$ cat config.mk
export PLATFORM = sky130hd
export DESIGN_NAME = plru_repl_ctrl_flat
export DESIGN_NICKNAME = d
export VERILOG_FILES = /design/src/rtl/plru_repl_ctrl_pkg.sv /design/src/rtl/plru_repl_ctrl_if.sv /design/src/rtl/plru_repl_ctrl_state_ram.sv /design/src/rtl/plru_repl_ctrl.sv /design/src/flat_wrapper.sv
export SDC_FILE = /design/constraint.sdc
export NUM_CORES = 1
export LEC_CHECK = 0
export ABC_AREA = 1
export CORE_ASPECT_RATIO = 0.9
export CORE_UTILIZATION = 58
export DETAILED_ROUTE_END_ITERATION = 6
export GPL_ROUTABILITY_DRIVEN = 1
export GPL_TIMING_DRIVEN = 0
export HOLD_SLACK_MARGIN = 0.02
export MAX_ROUTING_LAYER = met4
export PLACE_DENSITY_LB_ADDON = 0.12
export RECOVER_POWER = 100
export SLEW_MARGIN = 20
export SYNTH_ARGS = -nofsm -noshare
export SYNTH_HDL_FRONTEND = slang
export SYNTH_SLANG_ARGS = --single-unit
$ cat constraint.sdc
create_clock -name gclk -period 2.2 [get_ports gclk]
set_input_delay 0.44 -clock gclk [delete_from_list [all_inputs] [get_ports gclk]]
set_output_delay 0.44 -clock gclk [all_outputs]
set_load 0.005 [all_outputs]
$ cat src/rtl/plru_repl_ctrl_pkg.sv
// Shared types and helper functions for the tree pseudo-LRU replacement controller.
// The tree functions work on a maximum-size tree (16 ways, 15 node bits). The real way
// count is passed as an argument, so one package serves every NWAYS from 2 to 16.
package plru_repl_ctrl_pkg;

   localparam int MAX_WAYS   = 16;
   localparam int MAX_LEVELS = 4;

   typedef logic [MAX_WAYS-2:0] plru_tree_t;
   typedef logic [MAX_WAYS-1:0] way_mask_t;
   typedef logic [3:0]          way_idx_t;

   typedef enum logic {
      ST_INIT = 1'b0,
      ST_RUN  = 1'b1
   } plru_state_e;

   // Ceiling log2. Returns 1 for n=2.
   function automatic int log2x(input int n);
      int r;
      r = 0;
      for (int i = 0; i < 31; i++) begin
         if ((1 << i) < n) r = i + 1;
      end
      return r;
   endfunction

   // Pick a victim. The lowest unlocked invalid way wins if there is one.
   // Otherwise walk the tree from the root. At each node, steer away from a subtree
   // whose ways are all locked. If both subtrees are locked, follow the tree bit.
   function automatic way_idx_t plru_victim(input plru_tree_t tree, input way_mask_t valid,
                                            input way_mask_t lock, input int nways);
      int       lo;
      int       size;
      int       half;
      int       node;
      int       levels;
      logic     found;
      logic     l_all;
      logic     r_all;
      logic     dir;
      way_idx_t way;
      levels = log2x(nways);
      found  = 1'b0;
      way    = '0;
      for (int i = 0; i < MAX_WAYS; i++) begin
         if (!found && (i < nways) && !valid[i[3:0]] && !lock[i[3:0]]) begin
            found = 1'b1;
            way   = way_idx_t'(i);
         end
      end
      if (!found) begin
         lo   = 0;
         size = nways;
         node = 0;
         for (int l = 0; l < MAX_LEVELS; l++) begin
            if (l < levels) begin
               half  = size / 2;
               l_all = 1'b1;
               r_all = 1'b1;
               for (int i = 0; i < MAX_WAYS; i++) begin
                  if ((i >= lo) && (i < lo + half) && !lock[i[3:0]]) l_all = 1'b0;
                  if ((i >= lo + half) && (i < lo + size) && !lock[i[3:0]]) r_all = 1'b0;
               end
               if (l_all && !r_all)      dir = 1'b1;
               else if (r_all && !l_all) dir = 1'b0;
               else                      dir = tree[node[3:0]];
               if (dir) lo = lo + half;
               node = 2 * node + 1 + int'(dir);
               size = half;
            end
         end
         way = way_idx_t'(lo);
      end
      return way;
   endfunction

   // Make every node on the path to 'way' point away from it.
   function automatic plru_tree_t plru_update(input plru_tree_t tree, input way_idx_t way,
                                              input int nways);
      plru_tree_t t;
      int         node;
      int         levels;
      int         idx;
      logic       dir;
      t      = tree;
      node   = 0;
      levels = log2x(nways);
      for (int l = 0; l < MAX_LEVELS; l++) begin
         if (l < levels) begin
            idx            = levels - 1 - l;
            dir            = way[idx[1:0]];
            t[node[3:0]]   = ~dir;
            node           = 2 * node + 1 + int'(dir);
         end
      end
      return t;
   endfunction

endpackage

$ cat src/rtl/plru_repl_ctrl_if.sv
// Request/response bundle of the pseudo-LRU replacement controller.
// With PLRU_LOCK_EN defined it also carries lock_mask and resp_all_locked.
// Handshake: a request is taken in any cycle where req_valid && req_ready.
// There is no response backpressure. resp_valid pulses for one cycle, one cycle after acceptance.
interface plru_repl_ctrl_if #(
   parameter int NWAYS = 4,
   parameter int NSETS = 64
);
   import plru_repl_ctrl_pkg::*;

   localparam int WAYBITS = log2x(NWAYS);
   localparam int SETBITS = log2x(NSETS);

   logic               req_valid;
   logic               req_ready;
   logic [SETBITS-1:0] req_set;
   logic               req_hit;
   logic [WAYBITS-1:0] req_hit_way;
   logic [NWAYS-1:0]   req_valid_mask;
   logic               resp_valid;
   logic [SETBITS-1:0] resp_set;
   logic [WAYBITS-1:0] resp_way;
   logic               init_done;
`ifdef PLRU_LOCK_EN
   logic [NWAYS-1:0]   lock_mask;
   logic               resp_all_locked;

   modport master (output req_valid, req_set, req_hit, req_hit_way, req_valid_mask, lock_mask,
                   input  req_ready, resp_valid, resp_set, resp_way, resp_all_locked, init_done);
   modport slave  (input  req_valid, req_set, req_hit, req_hit_way, req_valid_mask, lock_mask,
                   output req_ready, resp_valid, resp_set, resp_way, resp_all_locked, init_done);
`else
   modport master (output req_valid, req_set, req_hit, req_hit_way, req_valid_mask,
                   input  req_ready, resp_valid, resp_set, resp_way, init_done);
   modport slave  (input  req_valid, req_set, req_hit, req_hit_way, req_valid_mask,
                   output req_ready, resp_valid, resp_set, resp_way, init_done);
`endif

endinterface

$ cat src/rtl/plru_repl_ctrl_state_ram.sv
// Per-set tree storage: NSETS x TREEBITS, one async read port and one sync write port.
// The array has no reset. The controller's INIT sweep clears it.
module plru_state_ram #(
   parameter int DEPTH = 64,
   parameter int WIDTH = 3,
   parameter int AW    = 6
) (
   input  logic             clk,
   input  logic             we,
   input  logic [AW-1:0]    waddr,
   input  logic [WIDTH-1:0] wdata,
   input  logic [AW-1:0]    raddr,
   output logic [WIDTH-1:0] rdata
);

   logic [WIDTH-1:0] mem [DEPTH];

   // Synchronous write port
   always_ff @(posedge clk) begin
      if (we) mem[waddr] <= wdata;
   end

   assign rdata = mem[raddr];

endmodule

$ cat src/rtl/plru_repl_ctrl.sv
// Tree pseudo-LRU replacement controller, one tree per cache set.
// S0 reads the set's tree (forwarded from S1 on a same-set collision) and picks the way.
// S1 holds the response and writes the new tree back at the end of its cycle.
// Optional locking is enabled by the PLRU_LOCK_EN macro.
module plru_repl_ctrl
   import plru_repl_ctrl_pkg::*;
#(
   parameter int NWAYS = 4,
   parameter int NSETS = 64
) (
   input  logic            gclk,
   input  logic            rst,
   plru_repl_ctrl_if.slave bus,
   output plru_state_e     dbg_state
);

   localparam int WAYBITS  = log2x(NWAYS);
   localparam int SETBITS  = log2x(NSETS);
   localparam int TREEBITS = NWAYS - 1;

   plru_state_e         state_q, state_d;
   logic [SETBITS-1:0]  ptr_q, ptr_d;

   logic                resp_valid_q, resp_valid_d;
   logic [SETBITS-1:0]  resp_set_q, resp_set_d;
   logic [WAYBITS-1:0]  resp_way_q, resp_way_d;
   logic [TREEBITS-1:0] tree_q, tree_d;

   logic                accept;
   logic [TREEBITS-1:0] rd_tree;
   logic [TREEBITS-1:0] cur_tree;
   logic [TREEBITS-1:0] new_tree;
   plru_tree_t          upd_tree;
   way_idx_t            victim;
   logic [WAYBITS-1:0]  sel_way;
   way_mask_t           lock_ext;
   logic                all_locked;
   logic                skip_upd;

   logic                wr_en;
   logic [SETBITS-1:0]  wr_addr;
   logic [TREEBITS-1:0] wr_data;

`ifdef PLRU_LOCK_EN
   logic                all_locked_q, all_locked_d;
   assign lock_ext   = way_mask_t'(bus.lock_mask);
   assign all_locked = &bus.lock_mask;
   assign bus.resp_all_locked = all_locked_q;
`else
   assign lock_ext   = '0;
   assign all_locked = 1'b0;
`endif

   assign accept         = bus.req_valid && (state_q == ST_RUN);
   assign bus.req_ready  = (state_q == ST_RUN);
   assign bus.init_done  = (state_q == ST_RUN);
   assign bus.resp_valid = resp_valid_q;
   assign bus.resp_set   = resp_set_q;
   assign bus.resp_way   = resp_way_q;
   assign dbg_state      = state_q;

   // FSM next state: the INIT sweep clears one set per cycle, then stays in RUN
   always_comb begin
      state_d = state_q;
      ptr_d   = ptr_q;
      if (state_q == ST_INIT) begin
         ptr_d = ptr_q + 1'b1;
         if (ptr_q == SETBITS'(NSETS - 1)) begin
            state_d = ST_RUN;
            ptr_d   = '0;
         end
      end
   end

   // FSM and sweep pointer registers
   always_ff @(posedge gclk or posedge rst) begin
      if (rst) begin
         state_q <= ST_INIT;
         ptr_q   <= '0;
      end else begin
         state_q <= state_d;
         ptr_q   <= ptr_d;
      end
   end

   // S0: use S1's new tree for a same-set request, then pick the way and compute the new tree
   always_comb begin
      cur_tree = rd_tree;
      if (resp_valid_q && (resp_set_q == bus.req_set)) cur_tree = tree_q;
      victim   = plru_victim(plru_tree_t'(cur_tree), way_mask_t'(bus.req_valid_mask), lock_ext, NWAYS);
      sel_way  = bus.req_hit ? bus.req_hit_way : WAYBITS'(victim);
      upd_tree = plru_update(plru_tree_t'(cur_tree), way_idx_t'(sel_way), NWAYS);
      skip_upd = !bus.req_hit && all_locked;
      new_tree = skip_upd ? cur_tree : upd_tree[TREEBITS-1:0];
   end

   // S1 next values: capture on acceptance, hold otherwise
   always_comb begin
      resp_valid_d = accept;
      resp_set_d   = resp_set_q;
      resp_way_d   = resp_way_q;
      tree_d       = tree_q;
`ifdef PLRU_LOCK_EN
      all_locked_d = all_locked_q;
`endif
      if (accept) begin
         resp_set_d   = bus.req_set;
         resp_way_d   = sel_way;
         tree_d       = new_tree;
`ifdef PLRU_LOCK_EN
         all_locked_d = skip_upd;
`endif
      end
   end

   // S1 register; reset drops any in-flight response
   always_ff @(posedge gclk or posedge rst) begin
      if (rst) begin
         resp_valid_q <= 1'b0;
         resp_set_q   <= '0;
         resp_way_q   <= '0;
         tree_q       <= '0;
`ifdef PLRU_LOCK_EN
         all_locked_q <= 1'b0;
`endif
      end else begin
         resp_valid_q <= resp_valid_d;
         resp_set_q   <= resp_set_d;
         resp_way_q   <= resp_way_d;
         tree_q       <= tree_d;
`ifdef PLRU_LOCK_EN
         all_locked_q <= all_locked_d;
`endif
      end
   end

   // Write port: INIT sweep clears, otherwise S1 commits its tree. An all-locked miss
   // carries the unmodified tree, so its commit leaves the stored value the same.
   always_comb begin
      wr_en   = resp_valid_q;
      wr_addr = resp_set_q;
      wr_data = tree_q;
      if (state_q == ST_INIT) begin
         wr_en   = 1'b1;
         wr_addr = ptr_q;
         wr_data = '0;
      end
   end

   plru_state_ram #(
      .DEPTH (NSETS),
      .WIDTH (TREEBITS),
      .AW    (SETBITS)
   ) u_state_ram (
      .clk   (gclk),
      .we    (wr_en),
      .waddr (wr_addr),
      .wdata (wr_data),
      .raddr (bus.req_set),
      .rdata (rd_tree)
   );

endmodule
$ cat src/flat_wrapper.sv
// flat-port wrapper written by rule: the top's interface ports become plain ports
module plru_repl_ctrl_flat import plru_repl_ctrl_pkg::*;
#(
   parameter int NWAYS = 4,
   parameter int NSETS = 64
)
  (gclk, rst, dbg_state, bus_req_valid, bus_req_set, bus_req_hit, bus_req_hit_way, bus_req_valid_mask, bus_req_ready, bus_resp_valid, bus_resp_set, bus_resp_way, bus_init_done);
  plru_repl_ctrl_if #(.NWAYS(NWAYS), .NSETS(NSETS)) bus_i ();
  input  logic gclk;
  input  logic rst;
  output plru_state_e dbg_state;
  input wire logic [$bits(bus_i.req_valid)-1:0] bus_req_valid;
  input wire logic [$bits(bus_i.req_set)-1:0] bus_req_set;
  input wire logic [$bits(bus_i.req_hit)-1:0] bus_req_hit;
  input wire logic [$bits(bus_i.req_hit_way)-1:0] bus_req_hit_way;
  input wire logic [$bits(bus_i.req_valid_mask)-1:0] bus_req_valid_mask;
  output wire logic [$bits(bus_i.req_ready)-1:0] bus_req_ready;
  output wire logic [$bits(bus_i.resp_valid)-1:0] bus_resp_valid;
  output wire logic [$bits(bus_i.resp_set)-1:0] bus_resp_set;
  output wire logic [$bits(bus_i.resp_way)-1:0] bus_resp_way;
  output wire logic [$bits(bus_i.init_done)-1:0] bus_init_done;
  assign bus_i.req_valid = bus_req_valid;
  assign bus_i.req_set = bus_req_set;
  assign bus_i.req_hit = bus_req_hit;
  assign bus_i.req_hit_way = bus_req_hit_way;
  assign bus_i.req_valid_mask = bus_req_valid_mask;
  assign bus_req_ready = bus_i.req_ready;
  assign bus_resp_valid = bus_i.resp_valid;
  assign bus_resp_set = bus_i.resp_set;
  assign bus_resp_way = bus_i.resp_way;
  assign bus_init_done = bus_i.init_done;
  plru_repl_ctrl #(.NWAYS(NWAYS), .NSETS(NSETS)) u_core (.gclk(gclk), .rst(rst), .bus(bus_i), .dbg_state(dbg_state));
endmodule
==> impl_metrics.csv <==
group,metric,value,unit
status,status,"finished, violations left",
status,violations,"negative setup slack",
global_routing,grt_first_pass_wirelength,39700,um
yosys,synth_top_family_by_area,"simple AND/OR/NAND/NOR gates",
clock_tree,clk_pin_slew,0.06,ns
worst_setup_path,arrival,2.47,ns
worst_setup_path,r2r-start,"u_core.bus.init_done$_DFF_PP0_",
worst_setup_path,cp-start-kind,"register",
detailed_routing,route.detailed.drc,0,
worst_setup_path,path_buf_inv,2,
final_layout,fillers,1130,
floorplanning,num_io_pins,28,
clock_tree,ctsRootBufferMaster,"clkbuf_16",
detailed_routing,detail-route-antenna-nets,0,
timing,finClkSkew,0.0144,ns
timing,fmax,447,MHz
worst_hold_path,hold_path_startpoint,"u_core.bus.resp_way[0]$_DFFE_PP0P_",
timing,max_slew.worst_pin.slew,0.865,ns
worst_setup_path,slowest_stage,"o21ai_1",
timing,slew_headroom,42.3,%
detailed_routing,drt-total-wl,26500,um
yosys,async_flop_share,9.00,%
detailed_routing,first_pass_iters,5,
global_routing,antenna_found_initial,0,
power,worst_ir_drop_vdd,0.000905,V
detailed_routing,via_count,7113,
yosys,synth-edff-count,192,
yosys,synthFlopType,"edfxtp_1",
worst_hold_path,whs_path_depth,2,
yosys,synth.avg_cell_area,10.5,um2
yosys,yosys-top-cells-area,"edfxtp_1 63%, nand2_1 11%, nand3_1 10%",
placement,port-buffer-count,24,
final_layout,insertedDiodeCount,0,
detailed_routing,drtIter0Drc,992,
yosys,yosysSeqAreaShare,68.3,%
global_routing,globalRouteOverflowTotal,0,
worst_setup_path,critPathMaxStageDelay,0.54,ns
global_routing,grt_max_degree,44,
yosys,synth-seq-cells,211,
worst_setup_path,cp_max_fo,10,
yosys,synth_cell_types,29,
timing,setup_slack,-0.0352,ns
clock_tree,cts_buffers,22,
yosys,netlist_area,9130,um2
floorplanning,start_util,59.3,%
final_layout,final_area,10700,um2
placement,place_inst,1099,
power,p_per_area,818,nW/um2
floorplanning,die-area,16300,um2
yosys,synth_compound_area_share,1.34,%
worst_setup_path,rrSetupSlack,-0.04,ns
final_layout,finalNetCount,951,
timing,period_needed,2.24,ns
final_layout,multiInputGateArea,2660,um2
floorplanning,rows,43,
yosys,synthMuxAreaShare,0,%
timing,hold_viol_final,0,
power,finalPower,8730,uW
yosys,synth_top_cell_area_share,63.1,%
worst_setup_path,endpoint_kind,"register",
floorplanning,core,15400,um2
yosys,synth_nets,887,
final_layout,stdcell_count,1152,
final_layout,final_util,69.3,%
final_layout,syn_to_final_growth,16.9,%
worst_setup_path,worstRegToRegCells,5,
clock_tree,h-tree-depth,1,
final_layout,area.sequential,6240,um2
clock_tree,cts_hold_buf,0,
yosys,syn_inst,870,
worst_setup_path,crit_family,"simple AND/OR/NAND/NOR gates",
clock_tree,clock_sinks,211,
floorplanning,die_w,134,um
global_routing,grt_usage,34.7,%
placement,gp_congestion,0.913,
yosys,synthAdderAreaFrac,0.137,%
clock_tree,ctsLongestPathBuffers,3,
timing,setup-tns-final,-0.667,ns
yosys,synth_commonest_cells,"273 x nand2_1, 192 x edfxtp_1, 189 x nand3_1, 76 x nor2_1, 26 x inv_1",
clock_tree,worstSkewPairLatency,0.50,ns
placement,placed_area,9690,um2
timing,period_share,102,%
floorplanning,die_h,121,um
detailed_routing,drt-vias-per-instance,6.17,
timing,grt_setup_unrepaired,"true",
yosys,yosysMostFrequentCell,"nand2_1",
worst_setup_path,criticalPathCategory,"register to register",
worst_setup_path,path_cells,"clkbuf_2, o21ai_1, inv_1, nand2_1, nor2_1",
timing,setup_viol_count_final,31,
yosys,yosys.area_share.simple,26.2,%
detailed_routing,wl_per_cell,23.0,um
worst_hold_path,hp-class,"register to register",
yosys,synth_top_area_cell,"edfxtp_1",
final_layout,final_layout_size_suffix_gt1_share,14.8,%
yosys,ys_warn_count,0,
yosys,synth-xor-area-share,0.288,%
worst_hold_path,hold_end,"u_core.bus.resp_way[0]$_DFFE_PP0P_",
global_routing,grt_pass1_vias,6888,
timing,slew_violations,0,
clock_tree,tritoncts,"done",
power,leakage,0.00396,uW
worst_setup_path,critPathRequiredTime,2.44,ns
flow_run,maxCapViolCount,0,
worst_setup_path,reg2reg_to,"u_core.u_state_ram.mem[31][0]$_DFFE_PP_",
placement,dp_hpwl,17000,um
-- cell type report --
| cell class | count | area share (%) |
|---|---|---|
| multi-input combinational | 584 | 25.0 |
| buffer | 45 | 2.45 |
| sequential | 211 | 58.5 |
| tap | 202 | 2.37 |
| timing repair buffer | 40 | 3.49 |
| inverter | 30 | 1.08 |
| clock buffer | 26 | 5.50 |
| clock inverter | 14 | 1.67 |
-- cell families after synthesis --
| logic type | count (synthesis) |
|---|---|
| xor+xnor | 3 |
| flops | 211 |
| buf+inv | 75 |
| simple gates | 557 |
| fa+ha+maj | 1 |
| compound gates | 23 |
-- layout by cell type (no fill, tap or decap), types with 4 or more instances in the layout --
cell / count
nand2_1: 270
edfxtp_1: 192
nand3_1: 185
nor2_1: 48
nor2_2: 29
buf_2: 23
inv_1: 23
clkbuf_16: 23
buf_4: 20
dfrtp_1: 19
clkdlybuf4s50_1: 13
o21ai_0: 11
dlygate4sd3_1: 10
nand4_1: 8
clkbuf_2: 7
clkbuf_1: 7
inv_2: 5
nand2_2: 5
buf_6: 4
a21oi_1: 4
clkinv_1: 4
clkinv_2: 4
bufinv_16: 4
-- repair_timing --
action | CTS | global route
endpoints found under the hold margin | 0 | 0
pin swaps | 8 | 0
cloned | 0 | 0
endpoints found under the setup margin | 214 | 169
resized for setup | 25 | 43
buffers inserted | 13 | 0
-- per-layer routing --
metal  part of all wire (%)  vias to the layer above  wire length (um)  track usage (%)
met2                     46                      468             12100             52.8
met3                     12                      120              3250             8.90
met5                      0                        -                 0                -
met4                    4.2                        0              1120             14.7
li1                       -                     3134                 -                -
met1                     38                     3391              9990             44.6
-- flip-flops by register name, indices dropped and copies added (netlist names) --
name,flops
u_core.tree_q,3
u_core.bus.init_done,1
u_core.bus.resp_valid,1
u_core.u_state_ram.mem,192
u_core.ptr_q,6
u_core.bus.resp_set,6
u_core.bus.resp_way,2
-- per-stage QoR --
| step | setup slack (ns) | hold slack [ns] |
|---|---|---|
| after floorplan | 0.129 | 0.391 |
| final | -0.0352 | 0.482 |
| after detailed placement | -1.03 | 0.476 |
| after global placement | -0.992 | 0.467 |
| after global routing | -0.138 | 0.520 |
| after CTS | 0.0257 | 0.392 |
-- worst register-to-register path: stages, from the launching register on --
cell	delay, ns
dfrtp_1	0.41
clkbuf_2	0.20
o21ai_1	0.54
inv_1	0.28
nand2_1	0.38
nor2_1	0.17
-- worst max path at each step --
stage	slack, ns	from	depth (start not counted)	endpoint
6_report	-0.04	u_core.bus.init_done$_DFF_PP0_	5	u_core.u_state_ram.mem[31][0]$_DFFE_PP_
4_1_cts	0.03	u_core.bus.init_done$_DFF_PP0_	7	u_core.u_state_ram.mem[16][1]$_DFFE_PP_
5_1_grt	-0.14	u_core.bus.init_done$_DFF_PP0_	5	u_core.u_state_ram.mem[24][2]$_DFFE_PP_
2_1_floorplan	0.13	u_core.bus.init_done$_DFF_PP0_	4	u_core.u_state_ram.mem[0][0]$_DFFE_PP_
3_5_place_dp	-1.03	bus_req_set[1]	17	u_core.tree_q[1]$_DFFE_PP0P_
3_3_place_gp	-0.99	u_core.bus.init_done$_DFF_PP0_	4	u_core.u_state_ram.mem[13][0]$_DFFE_PP_
-- where the power goes --
part / switching, uW / internal (uW) / total [uW]
sequential: 0 / 4310 / 4310
clock: 1520 / 2380 / 3910
combinational: 363 / 152 / 515
total: 1890 / 6850 / 8730
No activity file was read; power rests on OpenSTA's default activity.
